==> src/rtl/seg_pkg.sv <==
// Shared types and constants for the seven-segment scan controller.
package seg_pkg;

  typedef enum logic [1:0] {
    OFF   = 2'd0,
    BLANK = 2'd1,
    SHOW  = 2'd2
  } state_t;

  localparam logic [6:0] SEG_OFF = 7'h7F;

  // Active-low {g,f,e,d,c,b,a} glyphs for hex digits
  localparam logic [6:0] SEG_0 = 7'h40;
  localparam logic [6:0] SEG_1 = 7'h79;
  localparam logic [6:0] SEG_2 = 7'h24;
  localparam logic [6:0] SEG_3 = 7'h30;
  localparam logic [6:0] SEG_4 = 7'h19;
  localparam logic [6:0] SEG_5 = 7'h12;
  localparam logic [6:0] SEG_6 = 7'h02;
  localparam logic [6:0] SEG_7 = 7'h78;
  localparam logic [6:0] SEG_8 = 7'h00;
  localparam logic [6:0] SEG_9 = 7'h10;
  localparam logic [6:0] SEG_A = 7'h08;
  localparam logic [6:0] SEG_B = 7'h03;
  localparam logic [6:0] SEG_C = 7'h46;
  localparam logic [6:0] SEG_D = 7'h21;
  localparam logic [6:0] SEG_E = 7'h06;
  localparam logic [6:0] SEG_F = 7'h0E;

  localparam logic [15:0][6:0] SEG_TABLE = {
    SEG_F, SEG_E, SEG_D, SEG_C, SEG_B, SEG_A, SEG_9, SEG_8,
    SEG_7, SEG_6, SEG_5, SEG_4, SEG_3, SEG_2, SEG_1, SEG_0
  };

endpackage

==> src/rtl/hex_seg_decoder.sv <==
// Combinational hex nibble to active-low seven-segment glyph.
module hex_seg_decoder
  import seg_pkg::*;
(
  input  logic [3:0] nib,
  output logic [6:0] seg_c
);

  assign seg_c = SEG_TABLE[nib];

endmodule

==> src/rtl/seg_scan_ctrl.sv <==
// Multiplexed seven-segment scanner with blanking gap and frame-synchronous updates.
// Optional leading-zero blanking: define SEG_LEADING_ZERO_BLANK_EN.
module seg_scan_ctrl
  import seg_pkg::*;
#(
  parameter int unsigned N_DIGITS = 4,
  parameter int unsigned DIV      = 50000,
  parameter int unsigned GAP      = 16
) (
  input  logic                  clk,
  input  logic                  rst_n,
  input  logic                  en,
  input  logic                  wr_valid,
  output logic                  wr_ready,
  input  logic [4*N_DIGITS-1:0] wr_data,
  output logic [6:0]            seg_n,
  output logic [N_DIGITS-1:0]   dig_n,
  output logic                  frame_done
);

  localparam int unsigned CNT_W = (DIV > 1) ? $clog2(DIV) : 1;
  localparam int unsigned IDX_W = (N_DIGITS > 1) ? $clog2(N_DIGITS) : 1;
  localparam int unsigned DW    = 4 * N_DIGITS;

  state_t              state;
  logic [CNT_W-1:0]    cnt;
  logic [IDX_W-1:0]    idx;
  logic [DW-1:0]       disp;
  logic [DW-1:0]       shadow;
  logic                pending;

  logic                slot_end_c;
  logic                frame_end_c;
  logic                commit_c;
  logic                blank_c;
  logic [3:0]          nib_c;
  logic [6:0]          seg_c;
  logic [N_DIGITS-1:0] sel_c;

  assign slot_end_c  = (state == SHOW) && (cnt == CNT_W'(DIV - 1));
  assign frame_end_c = slot_end_c && (idx == IDX_W'(N_DIGITS - 1)) && en;
  // Shadow only reaches disp between frames, so a frame never tears
  assign commit_c    = pending && (frame_end_c || (state == OFF));
  assign wr_ready    = ~pending;

  always_comb begin
    nib_c = 4'h0;
    for (int i = 0; i < int'(N_DIGITS); i++) begin
      if (idx == IDX_W'(i)) nib_c = disp[4*i +: 4];
    end
  end

  assign sel_c = ~(N_DIGITS'(1) << idx);

`ifdef SEG_LEADING_ZERO_BLANK_EN
  logic [N_DIGITS-1:0] lz_c;
  logic                zero_run;

  // A digit is dark while it and every digit to its left are zero; digit 0 always shows
  always_comb begin
    lz_c     = '0;
    zero_run = 1'b1;
    for (int i = int'(N_DIGITS) - 1; i > 0; i--) begin
      zero_run = zero_run && (disp[4*i +: 4] == 4'h0);
      lz_c[i]  = zero_run;
    end
  end

  assign blank_c = lz_c[idx];
`else
  assign blank_c = 1'b0;
`endif

  hex_seg_decoder u_dec (
    .nib   (nib_c),
    .seg_c (seg_c)
  );

  always_ff @(posedge clk or negedge rst_n) begin
    if (!rst_n) begin
      state      <= OFF;
      cnt        <= '0;
      idx        <= '0;
      frame_done <= 1'b0;
      seg_n      <= SEG_OFF;
      dig_n      <= '1;
    end else begin
      frame_done <= frame_end_c;
      if ((state == SHOW) && !blank_c) begin
        seg_n <= seg_c;
        dig_n <= sel_c;
      end else begin
        seg_n <= SEG_OFF;
        dig_n <= '1;
      end
      if (!en) begin
        state <= OFF;
        cnt   <= '0;
        idx   <= '0;
      end else begin
        case (state)
          OFF: begin
            state <= BLANK;
            cnt   <= '0;
            idx   <= '0;
          end
          BLANK: begin
            cnt <= cnt + 1'b1;
            if (cnt == CNT_W'(GAP - 1)) state <= SHOW;
          end
          SHOW: begin
            if (slot_end_c) begin
              state <= BLANK;
              cnt   <= '0;
              idx   <= (idx == IDX_W'(N_DIGITS - 1)) ? '0 : idx + 1'b1;
            end else begin
              cnt <= cnt + 1'b1;
            end
          end
          default: state <= OFF;
        endcase
      end
    end
  end

  // Write-side shadow register and commit
  always_ff @(posedge clk or negedge rst_n) begin
    if (!rst_n) begin
      disp    <= '0;
      shadow  <= '0;
      pending <= 1'b0;
    end else if (commit_c) begin
      disp    <= shadow;
      pending <= 1'b0;
    end else if (wr_valid && !pending) begin
      shadow  <= wr_data;
      pending <= 1'b1;
    end
  end

endmodule
==> config.mk <==
export PLATFORM = sky130hd
export DESIGN_NAME = seg_scan_ctrl
export DESIGN_NICKNAME = d
export VERILOG_FILES = /design/src/rtl/seg_pkg.sv /design/src/rtl/hex_seg_decoder.sv /design/src/rtl/seg_scan_ctrl.sv
export SDC_FILE = /design/constraint.sdc
export NUM_CORES = 1
export LEC_CHECK = 0
export CAP_MARGIN = 40
export CORE_ASPECT_RATIO = 0.6
export CORE_MARGIN = 2
export CORE_UTILIZATION = 35
export CTS_BUF_LIST = sky130_fd_sc_hd__clkbuf_16
export CTS_CLUSTER_DIAMETER = 30
export DETAILED_ROUTE_END_ITERATION = 8
export PLACE_DENSITY = 0.6
export REMOVE_ABC_BUFFERS = 1
export SETUP_SLACK_MARGIN = 0.5
export SYNTH_ARGS = -nofsm -noshare
export SYNTH_HDL_FRONTEND = slang
export SYNTH_SLANG_ARGS = --single-unit
==> constraint.sdc <==
create_clock -name clk -period 3.4 [get_ports clk]
set_input_delay 0.68 -clock clk [delete_from_list [all_inputs] [get_ports clk]]
set_output_delay 0.68 -clock clk [all_outputs]
set_load 0.005 [all_outputs]
==> metrics.log, run 1 <==
INFO  metric area_share_of_and_or_nand_nor_cells_after_synthesis = 13.5%
INFO  metric design.core.area = 9190 um2
INFO  metric number_of_post_cts_setup_repair_buffers = 0
INFO  metric detail_route.vias_per_cell = 5.06
INFO  metric proportion_of_synthesized_flip_flops_having_asynchronous_set_or_reset = 100%
INFO  metric grt_overflow_total = 0
INFO  metric post_synthesis_adder_cell_area_fraction = 5.68%
INFO  metric timing.reg2reg.worst_path_depth = 11
INFO  metric critPathMaxFanout = 8
INFO  metric maximum_number_of_pins_on_one_net_before_global_route_repair = 46
INFO  metric critical_path.n_buffers_inverters = 3
INFO  metric design_power_total = 3.17 mW
INFO  metric drt_first_pass_iters = 5
INFO  metric crit_path_top_delay_cell = a22oi_1
INFO  metric power-per-cell-area = 784 nW/um2
INFO  metric final_layout_size_suffix_gt1_share = 20.6%
INFO  metric overall_track_demand_over_capacity_in_global_routing = 14.3%
INFO  metric total_die_area = 10300 um2
INFO  metric leakagePower = 1.72 nW
INFO  metric synth_area_in_compound_gates = 12.2%
INFO  metric yosys-mux-area-fraction = 14.8%
INFO  metric layout_worst_path_cycle_share = 76.9%
INFO  metric synth.ff_latch_count = 65
INFO  metric normalized_max_slew_margin = 44.5%
INFO  metric wirelength = 6740 um
INFO  metric hold_path_class = input pin to asynchronous set/reset pin
INFO  metric clock.fmax = 382 MHz
INFO  metric drv_cap = 0
INFO  metric grt_first_pass_wirelength = 11400 um
INFO  metric critical_path.cell_chain = inv_1 -> ha_1 -> a21oi_1 -> o21ai_0 -> a22oi_1 -> inv_1 -> ha_1 -> inv_1 -> a21oi_1 -> a2111oi_0 -> a31oi_1
INFO  metric largest_family_of_logic_cells_by_synthesized_area = multiplexers
INFO  metric outcome = finished clean
INFO  metric final.min_clock_period = 2.61 ns
INFO  metric cts_hold_repair.buffers = 0
INFO  metric crit_path_start_kind = flip-flop
INFO  metric layout.cell_area.non_filler = 4050 um2
INFO  metric tritoncts.num_buffers = 9
INFO  metric clock_sinks = 65
INFO  metric timing.final.max_slew_violations = 0
INFO  metric type_of_the_worst_setup_path = flip-flop to flip-flop
INFO  metric finalSetupTns = 0 ns
INFO  metric insertion_delay = 0.33 ns
INFO  metric antenna_violations_before_repair = 0
INFO  metric diodes = 0
INFO  metric ctsLongestPathBuffers = 2
INFO  metric path_clk_slew = 0.06 ns
INFO  metric ant_nets = 0
INFO  metric remaining_design_rule_violation_count = 0
INFO  metric synth_area_per_cell = 11.1 um2
INFO  metric finalSetupViolations = 0
INFO  metric crit_top_cell = inv_1
INFO  metric floorplan.die.width = 129 um
INFO  metric worst-slew-pin-transition = 0.825 ns
INFO  metric dpl-instance-area = 3750 um2
INFO  metric die_h = 79.3 um
INFO  metric num_rows = 27
INFO  metric post_drt_wl_per_cell = 14.5 um
INFO  metric number_of_input_and_output_port_buffers_inserted = 32
INFO  metric path_delay_family = compound AO/OA/AOI/OAI gates
INFO  metric routed-via-count = 2353
INFO  metric gates_resized_cts_repair = 0
INFO  metric synth_cell_types = 50
INFO  metric synth_sequential_area_ratio = 49.6%
INFO  metric areaGrowthSynthToFinish = 22.5%
INFO  metric critPathRequiredTime = 3.62 ns
INFO  metric edff_count_synth = 0
INFO  metric detail_placement_hpwl = 4790 um
INFO  metric yosys_warnings = 0
INFO  metric initialDrtViolationCount = 157
INFO  metric postSynthCellCount = 297
INFO  metric clock-root-buffer = clkbuf_16
INFO  metric hold_violations = 0
INFO  metric grt_setup_unrepaired = false
INFO  metric skew = 0.00951 ns
INFO  metric initial_cell_density_of_the_core = 36.0%
INFO  metric cp_data_arrival_time = 2.83 ns
INFO  metric post_synth_xor_area_fraction = 0.795%
INFO  metric ir_drop_worst_case_vdd = 0.000296 V
INFO  metric htreeDepth = 3
INFO  metric worstSetupEndpointType = flip-flop
INFO  metric gp_routability_congestion = 0.904
INFO  metric number_of_global_route_vias_before_repair = 2248
INFO  metric cts_tree = yes
INFO  metric timing.critical_path.depth = 11
INFO  metric slowest_delay = 0.45 ns
INFO  metric most_instantiated_flip_flop_cell_in_the_synthesis_netlist = dfrtp_1
INFO  metric nNetsFinal = 365
INFO  metric floorplan.io_pins = 33
INFO  metric netlist_area = 3300 um2
[sequential cells by signal (all words and copies together) (netlist names)]
| name | flops |
|---|---|
| idx | 2 |
| cnt | 16 |
| state | 2 |
| pending | 1 |
| seg_n | 7 |
| shadow | 16 |
| frame_done | 1 |
| disp | 16 |
| dig_n | 4 |
[where the power goes]
| group | internal, mW | leakage [nW] | switching [mW] |
|---|---|---|---|
| clock | 0.566 | 0.147 | 0.334 |
| combinational | 0.563 | 0.775 | 0.517 |
| sequential | 1.04 | 0.793 | 0.152 |
| total | 2.17 | 1.72 | 1.00 |
[kinds of logic after synthesis]
group / Yosys count
adder cells (fa/ha/maj): 15
buffers and inverters: 28
multiplexers: 41
XOR/XNOR: 3
flip-flops: 65
AO/OA/AOI/OAI: 61
AND/OR/NAND/NOR: 84
[path summary, 6_finish.rpt]
check                               start        end  slack [ns]
min in group clk                shadow[4]  shadow[4]        0.50
worst min register to register  shadow[4]  shadow[4]        0.50
max in group asynchronous           rst_n   dig_n[2]        2.16
worst max-delay path               idx[0]   seg_n[3]        0.79
worst max register to register     idx[0]   seg_n[3]        0.79
worst min-delay path                rst_n     cnt[3]        0.30
[cell usage after synthesis (3+ instances only)]
cell type / n / area (um2)
a21oi_1: 13 / 65.1
a22o_1: 4 / 35.0
a31oi_1: 9 / 56.3
a41oi_1: 3 / 26.3
and2_1: 4 / 25.0
clkbuf_1: 12 / 45.0
dfrtp_1: 54 / 1350
dfstp_2: 11 / 289
ha_1: 15 / 188
inv_1: 14 / 52.6
mux2_2: 22 / 248
mux2_4: 10 / 150
mux2i_1: 9 / 90.1
nand2_1: 27 / 101
nand2b_1: 4 / 25.0
nand3_1: 13 / 65.1
nor2_1: 13 / 48.8
nor2b_1: 3 / 18.8
nor4_1: 3 / 18.8
o21ai_0: 14 / 70.1
o221ai_1: 3 / 26.3
[layout make-up]
cell class / instances / area (um2)
inverter: 14 / 52.6
clock buffer: 9 / 225
fill: 872 / 5140
clock inverter: 7 / 70.1
multi-input combinational: 204 / 1550
tap: 130 / 163
timing repair buffer: 36 / 345
sequential: 65 / 1640
[worst register-to-register path: cells and delay by family, from the launching register on]
kind,cells,cell delay [ns]
adders and majority gates,2,0.53
AOI/OAI and AO/OA,6,1.20
DFF,1,0.41
buffers and inverters,3,0.36
[cells in the final DEF (no fill, tap or decap), drive strengths merged, types with 11 or more instances in the layout]
cell	instances
o21ai	16
nor2	13
inv	15
a21oi	13
nand2	27
nand3	13
mux2	32
dfrtp	54
clkdlybuf4s50	31
ha	15
dfstp	11
[metrics by stage]
stage	util [%]	setup slack [ns]	std cells	hold WS [ns]
after floorplan	-	1.01	283	0.384
after global placement	40.8	0.830	449	0.487
after detailed placement	40.8	0.772	449	0.489
after CTS	44.0	0.760	465	0.314
after global routing	44.0	0.538	465	0.324
final	44.0	0.785	465	0.301
[routing by layer]
| metal | track usage (%) | routed length (um) |
|---|---|---|
| met2 | 18.4 | 2670 |
| met4 | 5.70 | 102 |
| met5 | 0 | 0 |
| met3 | 4.38 | 300 |
| met1 | 21.8 | 3670 |
(Power assumes the default switching activity.)
==> run 2: changes to the inputs <==
==> constraint.sdc (replaced) <==
create_clock -name clk -period 2.6 [get_ports clk]
set_input_delay 0.52 -clock clk [delete_from_list [all_inputs] [get_ports clk]]
set_output_delay 0.52 -clock clk [all_outputs]
set_load 0.005 [all_outputs]
==> metrics.log, run 2 (same netlist as run 1, synthesis figures left out) <==
INFO  metric grt_overflow_total = 0 (unchanged)
INFO  metric postLayoutSetupSlackWorst = 0.316 ns (-0.469 ns)
INFO  metric outcome = finished clean
INFO  metric critPathMaxFanout = 8 (unchanged)
INFO  metric num_rows = 27 (unchanged)
INFO  metric post_drt_wl_per_cell = 15.5 um (+6.7%)
INFO  metric critical_path.cell_chain = or4b_1 -> or4_4 -> nor3_4 -> buf_6 -> o21ai_4 -> mux2_4
INFO  metric hold_path_class = input pin to asynchronous set/reset pin
INFO  metric floorplan.io_pins = 33 (unchanged)
INFO  metric top_regs = cnt x16, disp x16, shadow x16
INFO  metric cts_hold_repair.buffers = 0 (unchanged)
INFO  metric clock_sinks = 65 (unchanged)
INFO  metric remaining_design_rule_violation_count = 0 (unchanged)
INFO  metric crit_path_top_delay_cell = or4b_1
INFO  metric mostFrequentLayoutCells = 52 x dfrtp_1, 31 x clkdlybuf4s50_1, 27 x nand2_1, 23 x buf_4, 22 x mux2_2
INFO  metric number_of_input_and_output_port_buffers_inserted = 32 (unchanged)
INFO  metric initial_cell_density_of_the_core = 36.0% (unchanged)
INFO  metric htreeDepth = 3 (unchanged)
INFO  metric critical_path.n_buffers_inverters = 1 (-2)
INFO  metric finalSetupViolations = 0 (unchanged)
INFO  metric drv_cap = 0 (unchanged)
INFO  metric antenna_violations_before_repair = 0 (unchanged)
INFO  metric ant_nets = 0 (unchanged)
INFO  metric drt_first_pass_iters = 4 (-1)
INFO  metric worst-slew-pin-transition = 0.611 ns (-0.214 ns)
INFO  metric diodes = 0 (unchanged)
INFO  metric hold_violations = 0 (unchanged)
INFO  metric skew = 0.00634 ns (-0.00317 ns)
INFO  metric normalized_max_slew_margin = 59.3% (+15 points)
INFO  metric total_die_area = 10300 um2 (unchanged)
INFO  metric finalSetupTns = 0 ns (unchanged)
INFO  metric design_power_total = 4.55 mW (+43%)
INFO  metric cts_tree = yes
INFO  metric cp_data_arrival_time = 2.51 ns (-0.32 ns)
INFO  metric gp_routability_congestion = 0.927 (+2.6%)
INFO  metric tritoncts.num_buffers = 9 (unchanged)
INFO  metric final.min_clock_period = 2.28 ns (-0.331 ns)
INFO  metric crit_path_start_kind = flip-flop
INFO  metric areaGrowthSynthToFinish = 35.4%
INFO  metric nNetsFinal = 391 (+7.1%)
INFO  metric path_delay_family = simple AND/OR/NAND/NOR gates
INFO  metric clock.fmax = 438 MHz (+15%)
INFO  metric type_of_the_worst_setup_path = flip-flop to flip-flop
INFO  metric path_clk_slew = 0.06 ns (about the same)
INFO  metric layout_worst_path_cycle_share = 87.8% (+11 points)
INFO  metric ir_drop_worst_case_vdd = 0.000396 V (+34%)
INFO  metric power-per-cell-area = 1020 nW/um2 (+30%)
INFO  metric ctsLongestPathBuffers = 2 (unchanged)
INFO  metric maximum_number_of_pins_on_one_net_before_global_route_repair = 41 (-11%)
INFO  metric commonest_non_fill_non_tap_cell_in_the_layout = dfrtp_1
INFO  metric design.core.area = 9190 um2 (unchanged)
INFO  metric slowest_delay = 0.48 ns (+0.03 ns)
INFO  metric floorplan.die.width = 129 um (unchanged)
INFO  metric initialDrtViolationCount = 182 (+16%)
INFO  metric die_h = 79.3 um (unchanged)
INFO  metric number_of_global_route_vias_before_repair = 2307 (+2.6%)
INFO  metric routed-via-count = 2467 (+4.8%)
INFO  metric grt_setup_unrepaired = true
INFO  metric final_layout_size_suffix_gt1_share = 33.0% (+12 points)
INFO  metric timing.final.max_slew_violations = 0 (unchanged)
INFO  metric worstSetupEndpointType = flip-flop
INFO  metric insertion_delay = 0.34 ns (about the same)
INFO  metric pre_cts_ws = 0.229 ns (-0.543 ns)
INFO  metric clock-root-buffer = clkbuf_16
INFO  metric layout.cell_area.non_filler = 4470 um2 (+11%)
INFO  metric wirelength = 7600 um (+13%)
INFO  metric detail_placement_hpwl = 5140 um (+7.2%)
INFO  metric detail_route.vias_per_cell = 5.02 (-0.71%)
INFO  metric overall_track_demand_over_capacity_in_global_routing = 15.9% (+1.6 points)
INFO  metric grt_first_pass_wirelength = 12300 um (+8.0%)
INFO  metric critPathRequiredTime = 2.82 ns (-0.80 ns)
INFO  metric leakagePower = 1.86 nW (+8.7%)
INFO  metric dpl-instance-area = 3820 um2 (+1.9%)
[run 2: cell type report]
type,instances,area [um2]
fill,836,4720
multi-input combinational,205,1730
sequential,65,1640
timing repair buffer,61,561
clock buffer,9,225
tap,130,163
clock inverter,7,92.6
inverter,14,58.8
[run 2: where the power goes]
group	internal (mW)	total, mW	switching [mW]
Clock	0.837	1.29	0.457
Sequential	1.36	1.57	0.207
Combinational	0.898	1.69	0.788
[run 2: path summary, 6_finish.rpt]
check / startpoint / end / slack, ns / cells after the start
max reg2reg: cnt[11] / disp[8] / 0.32 / 6
min reg2reg: shadow[4] / disp[4] / 0.50 / 1
max: cnt[11] / disp[8] / 0.32 / 6
max in group asynchronous: rst_n / dig_n[2] / 1.72 / 2
min: rst_n / cnt[5] / 0.19 / 1
min in group clk: shadow[4] / disp[4] / 0.50 / 1
[run 2: metal layers]
| metal | vias to the layer above | global-route usage, % | share of wire, % |
|---|---|---|---|
| li1 | 1194 | - | - |
| met1 | 1205 | 24.2 | 52 |
| met2 | 61 | 20.6 | 41 |
| met3 | 7 | 4.99 | 6.2 |
| met4 | 0 | 5.81 | 1.3 |
| met5 | - | 0 | 0 |
[run 2: repair_timing]
item	CTS	global route
cloned	1	1
buffers inserted	9	7
resized for setup	20	27
pin swaps	4	12
endpoints found under the hold margin	0	0
setup endpoints to repair	33	33
[run 2: stage by stage]
step	util (%)	hold slack, ns	cells
2_1_floorplan	-	0.224	283
5_1_grt	48.7	0.225	491
4_1_cts	46.8	0.210	483
6_report	48.7	0.190	491
3_3_place_gp	41.6	0.487	457
3_5_place_dp	41.6	0.493	457
